<file path="config.mk">
export PLATFORM = sky130hd
export DESIGN_NAME = loctag_adc_array_rx
export DESIGN_NICKNAME = d
export VERILOG_FILES = /design/src/rtl/loctag_adc_array_rx.sv
export SDC_FILE = /design/constraint.sdc
export NUM_CORES = 1
export LEC_CHECK = 0
export BUFFER_PORTS_ARGS = -buffer_cell sky130_fd_sc_hd__buf_2
export CAP_MARGIN = 20
export CORE_ASPECT_RATIO = 0.75
export CORE_MARGIN = 3
export CORE_UTILIZATION = 55
export DETAILED_ROUTE_END_ITERATION = 8
export PLACE_DENSITY_LB_ADDON = 0.25
export SLEW_MARGIN = 40
export SYNTH_ARGS = -nofsm -noshare
export SYNTH_HDL_FRONTEND = slang
export SYNTH_SLANG_ARGS = --single-unit
</file>
<file path="constraint.sdc">
create_clock -name clk -period 2.6 [get_ports clk]
set_input_delay 0.78 -clock clk [delete_from_list [all_inputs] [get_ports clk]]
set_output_delay 0.78 -clock clk [all_outputs]
set_load 0.05 [all_outputs]
</file>
<file path="src/rtl/loctag_adc_array_rx.sv">
// rtl/loctag_adc_array_rx.sv - multi-channel serial ADC capture with shared cs/clk and hysteresis detect
module loctag_adc_array_rx #(
  parameter int N_CH       = 2,
  parameter int ADC_BITS   = 12,
  parameter int LEAD_BITS  = 4,
  parameter int FRAME_CLKS = 16,
  parameter int CLK_DIV    = 2,
  parameter int CONV_GAP   = 4
) (
  input  logic                     clk,
  input  logic                     reset,
  input  logic                     enable,
  input  logic                     single,
  input  logic                     start,
  input  logic [ADC_BITS-1:0]      thresh_hi,
  input  logic [ADC_BITS-1:0]      thresh_lo,
  output logic                     adc_cs,
  output logic                     adc_clk,
  input  logic [N_CH-1:0]          adc_so,
  output logic [N_CH*ADC_BITS-1:0] sample,
  output logic                     sample_valid,
  output logic [N_CH-1:0]          detect,
  output logic                     busy
);

  localparam int DIV_W = (CLK_DIV > 1) ? $clog2(CLK_DIV) : 1;
  localparam int BIT_W = (FRAME_CLKS > 1) ? $clog2(FRAME_CLKS) : 1;
  localparam int GAP_W = (CONV_GAP > 1) ? $clog2(CONV_GAP) : 1;
  localparam logic [DIV_W-1:0] DIV_LAST = DIV_W'(CLK_DIV - 1);
  localparam logic [BIT_W-1:0] BIT_LAST = BIT_W'(FRAME_CLKS - 1);
  localparam logic [GAP_W-1:0] GAP_LAST = GAP_W'(CONV_GAP - 1);

  typedef enum logic [1:0] {IDLE, FRAME, GAP} state_t;

  state_t                     state;
  logic [DIV_W-1:0]           div_cnt;
  logic [BIT_W-1:0]           bit_cnt;
  logic [GAP_W-1:0]           gap_cnt;
  logic [N_CH*ADC_BITS-1:0]   shreg;
  logic [N_CH-1:0]            detect_next;
  logic                       in_data;

  // Only the ADC_BITS data bits after the leading bits enter the shift registers.
  always_comb begin
    in_data = (32'(bit_cnt) >= 32'(LEAD_BITS)) &&
              (32'(bit_cnt) < 32'(LEAD_BITS + ADC_BITS));
  end

  // Set wins over clear, so an inverted threshold pair still behaves deterministically.
  always_comb begin
    detect_next = detect;
    for (int i = 0; i < N_CH; i++) begin
      if (shreg[i*ADC_BITS +: ADC_BITS] >= thresh_hi)
        detect_next[i] = 1'b1;
      else if (shreg[i*ADC_BITS +: ADC_BITS] < thresh_lo)
        detect_next[i] = 1'b0;
    end
  end

  always_ff @(posedge clk or posedge reset) begin
    if (reset) begin
      state        <= IDLE;
      div_cnt      <= '0;
      bit_cnt      <= '0;
      gap_cnt      <= '0;
      shreg        <= '0;
      adc_cs       <= 1'b1;
      adc_clk      <= 1'b1;
      sample       <= '0;
      sample_valid <= 1'b0;
      detect       <= '0;
      busy         <= 1'b0;
    end else begin
      sample_valid <= 1'b0;
      case (state)
        IDLE: begin
          if (enable && (!single || start)) begin
            state   <= FRAME;
            adc_cs  <= 1'b0;
            adc_clk <= 1'b0;
            busy    <= 1'b1;
            div_cnt <= '0;
            bit_cnt <= '0;
          end
        end
        FRAME: begin
          if (div_cnt == DIV_LAST) begin
            div_cnt <= '0;
            if (!adc_clk) begin
              // End of low phase: capture on the same edge that raises adc_clk.
              adc_clk <= 1'b1;
              if (in_data) begin
                for (int i = 0; i < N_CH; i++)
                  shreg[i*ADC_BITS +: ADC_BITS] <= {shreg[i*ADC_BITS +: ADC_BITS-1], adc_so[i]};
              end
            end else if (bit_cnt == BIT_LAST) begin
              state        <= GAP;
              adc_cs       <= 1'b1;
              busy         <= 1'b0;
              sample_valid <= 1'b1;
              sample       <= shreg;
              detect       <= detect_next;
              gap_cnt      <= '0;
            end else begin
              bit_cnt <= bit_cnt + 1'b1;
              adc_clk <= 1'b0;
            end
          end else begin
            div_cnt <= div_cnt + 1'b1;
          end
        end
        GAP: begin
          if (gap_cnt == GAP_LAST) begin
            if (enable && !single) begin
              state   <= FRAME;
              adc_cs  <= 1'b0;
              adc_clk <= 1'b0;
              busy    <= 1'b1;
              div_cnt <= '0;
              bit_cnt <= '0;
            end else begin
              state <= IDLE;
            end
          end else begin
            gap_cnt <= gap_cnt + 1'b1;
          end
        end
        default: state <= IDLE;
      endcase
    end
  end

endmodule

</file>
---- After elaboration in Yosys (flattened, before gate mapping) ----
Cells that the tools add are included.
word-level totals
  register bits after elaboration ......... 63
  output and inout port bits .............. 30
operators by class
  add/subtract/negate cells ............... 3
  $lt $le $gt $ge ......................... 5
  eq/ne operators ......................... 12
  multiplexer cells ....................... 46
  bitwise operators ....................... 1
  reduce and logical (&&, ||, !) cells .... 19
operator list
  cell                 number
  $reduce_and 5->1     5
  $ge 12x12->1         2
  $lt 12x12->1         2
  $mux 1               24
  $mux 4               6
  $mux 2               9
  $ne 2x2->1 const B   8
  $reduce_and 7->1     2
  $pmux 1 s3           4
  $pmux 4 s3           1
  $reduce_and 4->1     3
  $pmux 2 s3           1
  $reduce_bool 2->1    3
  $add 4x1->4 const B  1
  $eq 2x2->1 const B   2
  $eq 4x4->1 const B   1
  $ge 4x3->1 const B   1
  $pmux 2 s2           1
  $reduce_bool 3->1    1
  $add 2x1->2 const B  1
  $eq 2x1->1 const B   1
  $logic_and 1x1->1    2
  $logic_not 2->1      1
  $add 1x1->1 const B  1
  other kinds (3)      3

---- Depth between registers and ports, before layout ----
  depth after elaboration ................. 5
  depth in mapped cells ................... 8
  mapped depth without buffers ............ 7

---- Least setup slack after synthesis ----
Ideal clock, no wire load.
  path type ............................... input port to flip-flop
  start ................................... input port thresh_hi[2]
  end ..................................... register detect[0]
  setup time .............................. 0.140 ns
  arrival time ............................ 1.777 ns
  data required time ...................... 2.460 ns
  slack ................................... 0.683 ns
  stages on the path ...................... 7
  buffers on the path ..................... 0
  cells stage by stage .................... inv_1 > ha_1 > a211o_1 > a31oi_1 > o31ai_1 > a22oi_1 > o211ai_1
on the way
  cells in the longest elaborated chain, start to end .. 3
  elaborated cells between the ends (all ways) .. 4
  those cells by class .................... order compare (1); mux (1); reduce/logical (2)
RTL lines
  element                      line  RTL
  start: declaration           15    input logic [ADC_BITS-1:0] thresh_hi,
  $ge 12x12->1 (*)             53    if (shreg[i*ADC_BITS +: ADC_BITS] >= thresh_hi)
  $reduce_bool 2->1 (no line)  -
  $reduce_and 5->1 (no line)   -
  end signal: assignment       102   detect <= detect_next;
  end: declaration             22    output logic [N_CH-1:0] detect,
Every way passes the cells marked *; elsewhere a longest branch is shown, timed or not.
A chain may end at the register's enable or synchronous reset.

---- Worst setup path in the final report ----
  start ................................... register bit_cnt[0]
  end ..................................... register detect[1]
on the way
  cells in the longest elaborated chain, start to end .. 2
RTL lines
  element                     line  RTL
  start: declaration          37    logic [BIT_W-1:0] bit_cnt;
  start signal: assignment    105   bit_cnt <= bit_cnt + 1'b1;
  $eq 4x4->1                  96    end else if (bit_cnt == BIT_LAST) begin
  $reduce_and 5->1 (no line)  -
Every way passes these cells.

==> metrics.txt <==
Clock power frac 25.0%; final WL 7.829 mm; fin crit share 85.54%; CP startpoint kind flop; # rows 24; Layout Area Growth over Synthesis 17.80%; highest clock rate 0.4496 GHz; Synth area leader dfrtp_1; Initial Utilization 58.87%; Die W 98.59 µm; critical path arrival 2.42 ns; Worst setup EP type flop; Seq/Total Area, Yosys 44.66%; critical path class reg2reg; overall routing resource usage 22.63%; worst-path maximum fanout 26; power per cell area 1029 mW/mm²; required time of the worst setup path 2.80 ns; vias per inst 5.432; FFs w/ async S/R, synth 100.0%; final setup margin 0.3760 ns; most instantiated library cell after synthesis nand2_1; Core ar. 0.006006 mm²; synth cell count leaders nand2_1 (89), dfrtp_1 (61), ha_1 (48); final number of hold-violating endpoints 0; Max-Cap Viols 0; post-synth top area share 43.17%; Leak Pwr 0.002328 µW; CTS sink cnt 63; Post-synth EDFFs 0; worst hold slack 0.4585 ns; Post-Synthesis Cell Area 0.003536 mm²; Clock Skew 0.01072 ns; HP Class in2async; Die Area 0.007437 mm²; RSZ-0062 raised after global routing no; I/O Pins 61; Ant. Diodes 0; net switching power 1681 µW; count of input and output buffers 60; Worst Tran Pin Value 0.6496 ns; Die Ht 75.44 µm; worst vdd ir 615.3 µV; Distinct cells, synth 38; root buf cell clkbuf_8; DR DRC count 0; # fillers 487; register bit total from synthesis 63; min Tclk post-route 2.224 ns; Primary FF master, synth dfrtp_1; Final Setup Violations 0; outcome completed; GP Congestion 0.8872; initial antenna violation count 0; CTS tree done; CTS resizes 0; largest net degree at the start of global routing 43; hpwl dp 5.881 mm; Detailed Routing Iterations Pass 1 4; synth top area cells dfrtp_1 (43%), ha_1 (17%), nand2_1 (9.4%); vias in the first global route 2,741; Setup TNS 0 ns; Int Pwr 2605 µW; DRT antenna net count 0; layout cell share with drive strength beyond 1 25.29%; Yosys Warn Count 0; CTS Hold Bufs 0; via count 2,765; Setup WS pre-CTS 0.4073 ns; Switching Fraction 39.22%; post-CTS setup buffer count 0; mean routed wirelength per cell 15.38 µm; mean post-synth cell area 9.822 µm²; H-tree depth 3; Post-layout nets 505; worst-skew pair later-pin latency 0.34 ns; syn nets 439; DRT iter0 DRCs 176; sequential power share 38.1%; slew margin rel. 56.69%; Clock transition at path regs 0.08 ns; cts bufs inserted 9; synthesized instance count 360; Comb power frac 36.9%; first-pass GRT wire length 13.10 mm; Slew Limit Fails 0; gr ovfl total 0; maximum clock insertion buffer count 2
routing by layer:
metal  wire length (µm)  up-vias  track usage (%)
met4                 46        0            6.061
met5                  0        -                0
li1                   -     1372                -
met3                517        4            6.130
met1               3827     1308            32.17
met2               3437       81            34.83
flip-flops by register name, summed over array words and instances, names as in the netlist:
signal	cells
sample	24
shreg	24
bit_cnt	4
detect	2
gap_cnt	2
state	2
adc_clk	1
adc_cs	1
busy	1
div_cnt	1
sample_valid	1
power by group through the flow:
stage	Combinational, µW	Sequential, µW	Clock, µW
2_1_floorplan	958	1820	0
3_3_place_gp	1510	1620	0
3_5_place_dp	1580	1640	0
4_1_cts	1590	1630	1090
5_1_grt	1770	1680	1130
6_report	1580	1630	1070
placed cells by master, fill, tap and decap left out, types with 2 or more instances in the layout:
master     count
nor3_1         2
o31ai_1        2
clkbuf_8      10
nand3_1        8
dfrtp_1       61
nand2b_1       6
dfstp_2        2
nor2_1        13
clkinv_4       3
a21oi_1       13
a21boi_0       2
a211oi_1       7
or3_1          3
and3_1         2
inv_1         26
mux2_2        23
o21a_1         2
bufinv_16      3
nand4_1        5
nor2b_1        2
ha_1          48
buf_2         60
buf_4          2
nand2_1       89
o21ai_0       20
through the flow:
| step | instances | util [%] | power [µW] | cell area, µm² |
|---|---|---|---|---|
| after detailed placement | 493 | 65.13 | 3224 | 3911 |
| after CTS | 509 | 69.35 | 4304 | 4165 |
| after global placement | 493 | 65.13 | 3137 | 3911 |
| after global routing | 509 | 69.35 | 4582 | 4165 |
| final | 509 | 69.35 | 4286 | 4165 |
| after floorplan | 360 | - | 2780 | 3536 |
cell families after synthesis:
kind of cell / count (synthesis) / share of synthesized area (%)
fa+ha+maj: 48 / 16.99
buf+inv: 36 / 4.742
mux: 24 / 7.608
flops: 63 / 44.66
simple gates: 134 / 16.38
compound gates: 55 / 9.625
area by class of cell:
cell class / instances / area [µm²] / share of cell area, %
Multi-Input combinational cell: 261 / 1789 / 42.96
Timing Repair Buffer: 63 / 335.3 / 8.050
Clock inverter: 6 / 116.4 / 2.794
Sequential cell: 63 / 1579 / 37.91
Inverter: 28 / 110.1 / 2.643
Tap cell: 78 / 97.59 / 2.343
Clock buffer: 10 / 137.6 / 3.304
critical path, cell delays in order (launching register included):
cell	delay, ns
dfrtp_1	0.41
ha_1	0.25
nand3_1	0.13
or3_1	0.55
clkinv_4	0.34
o21ai_0	0.14
and3_1	0.16
nand4_1	0.10
path summary, 6_finish.rpt:
| check | startpoint | end | slack (ns) | cells past startpoint |
|---|---|---|---|---|
| setup / recovery | bit_cnt[0] | detect[1] | 0.38 | 7 |
| hold / removal | reset | sample[5] | 0.46 | 2 |
| setup reg to reg | bit_cnt[0] | detect[1] | 0.38 | 7 |
| hold reg to reg | adc_cs | adc_cs | 0.46 | 2 |
| max in group asynchronous | reset | adc_clk | 1.48 | 3 |
| min in group clk | adc_cs | adc_cs | 0.46 | 2 |
No activity file was read; power rests on OpenSTA's default activity.
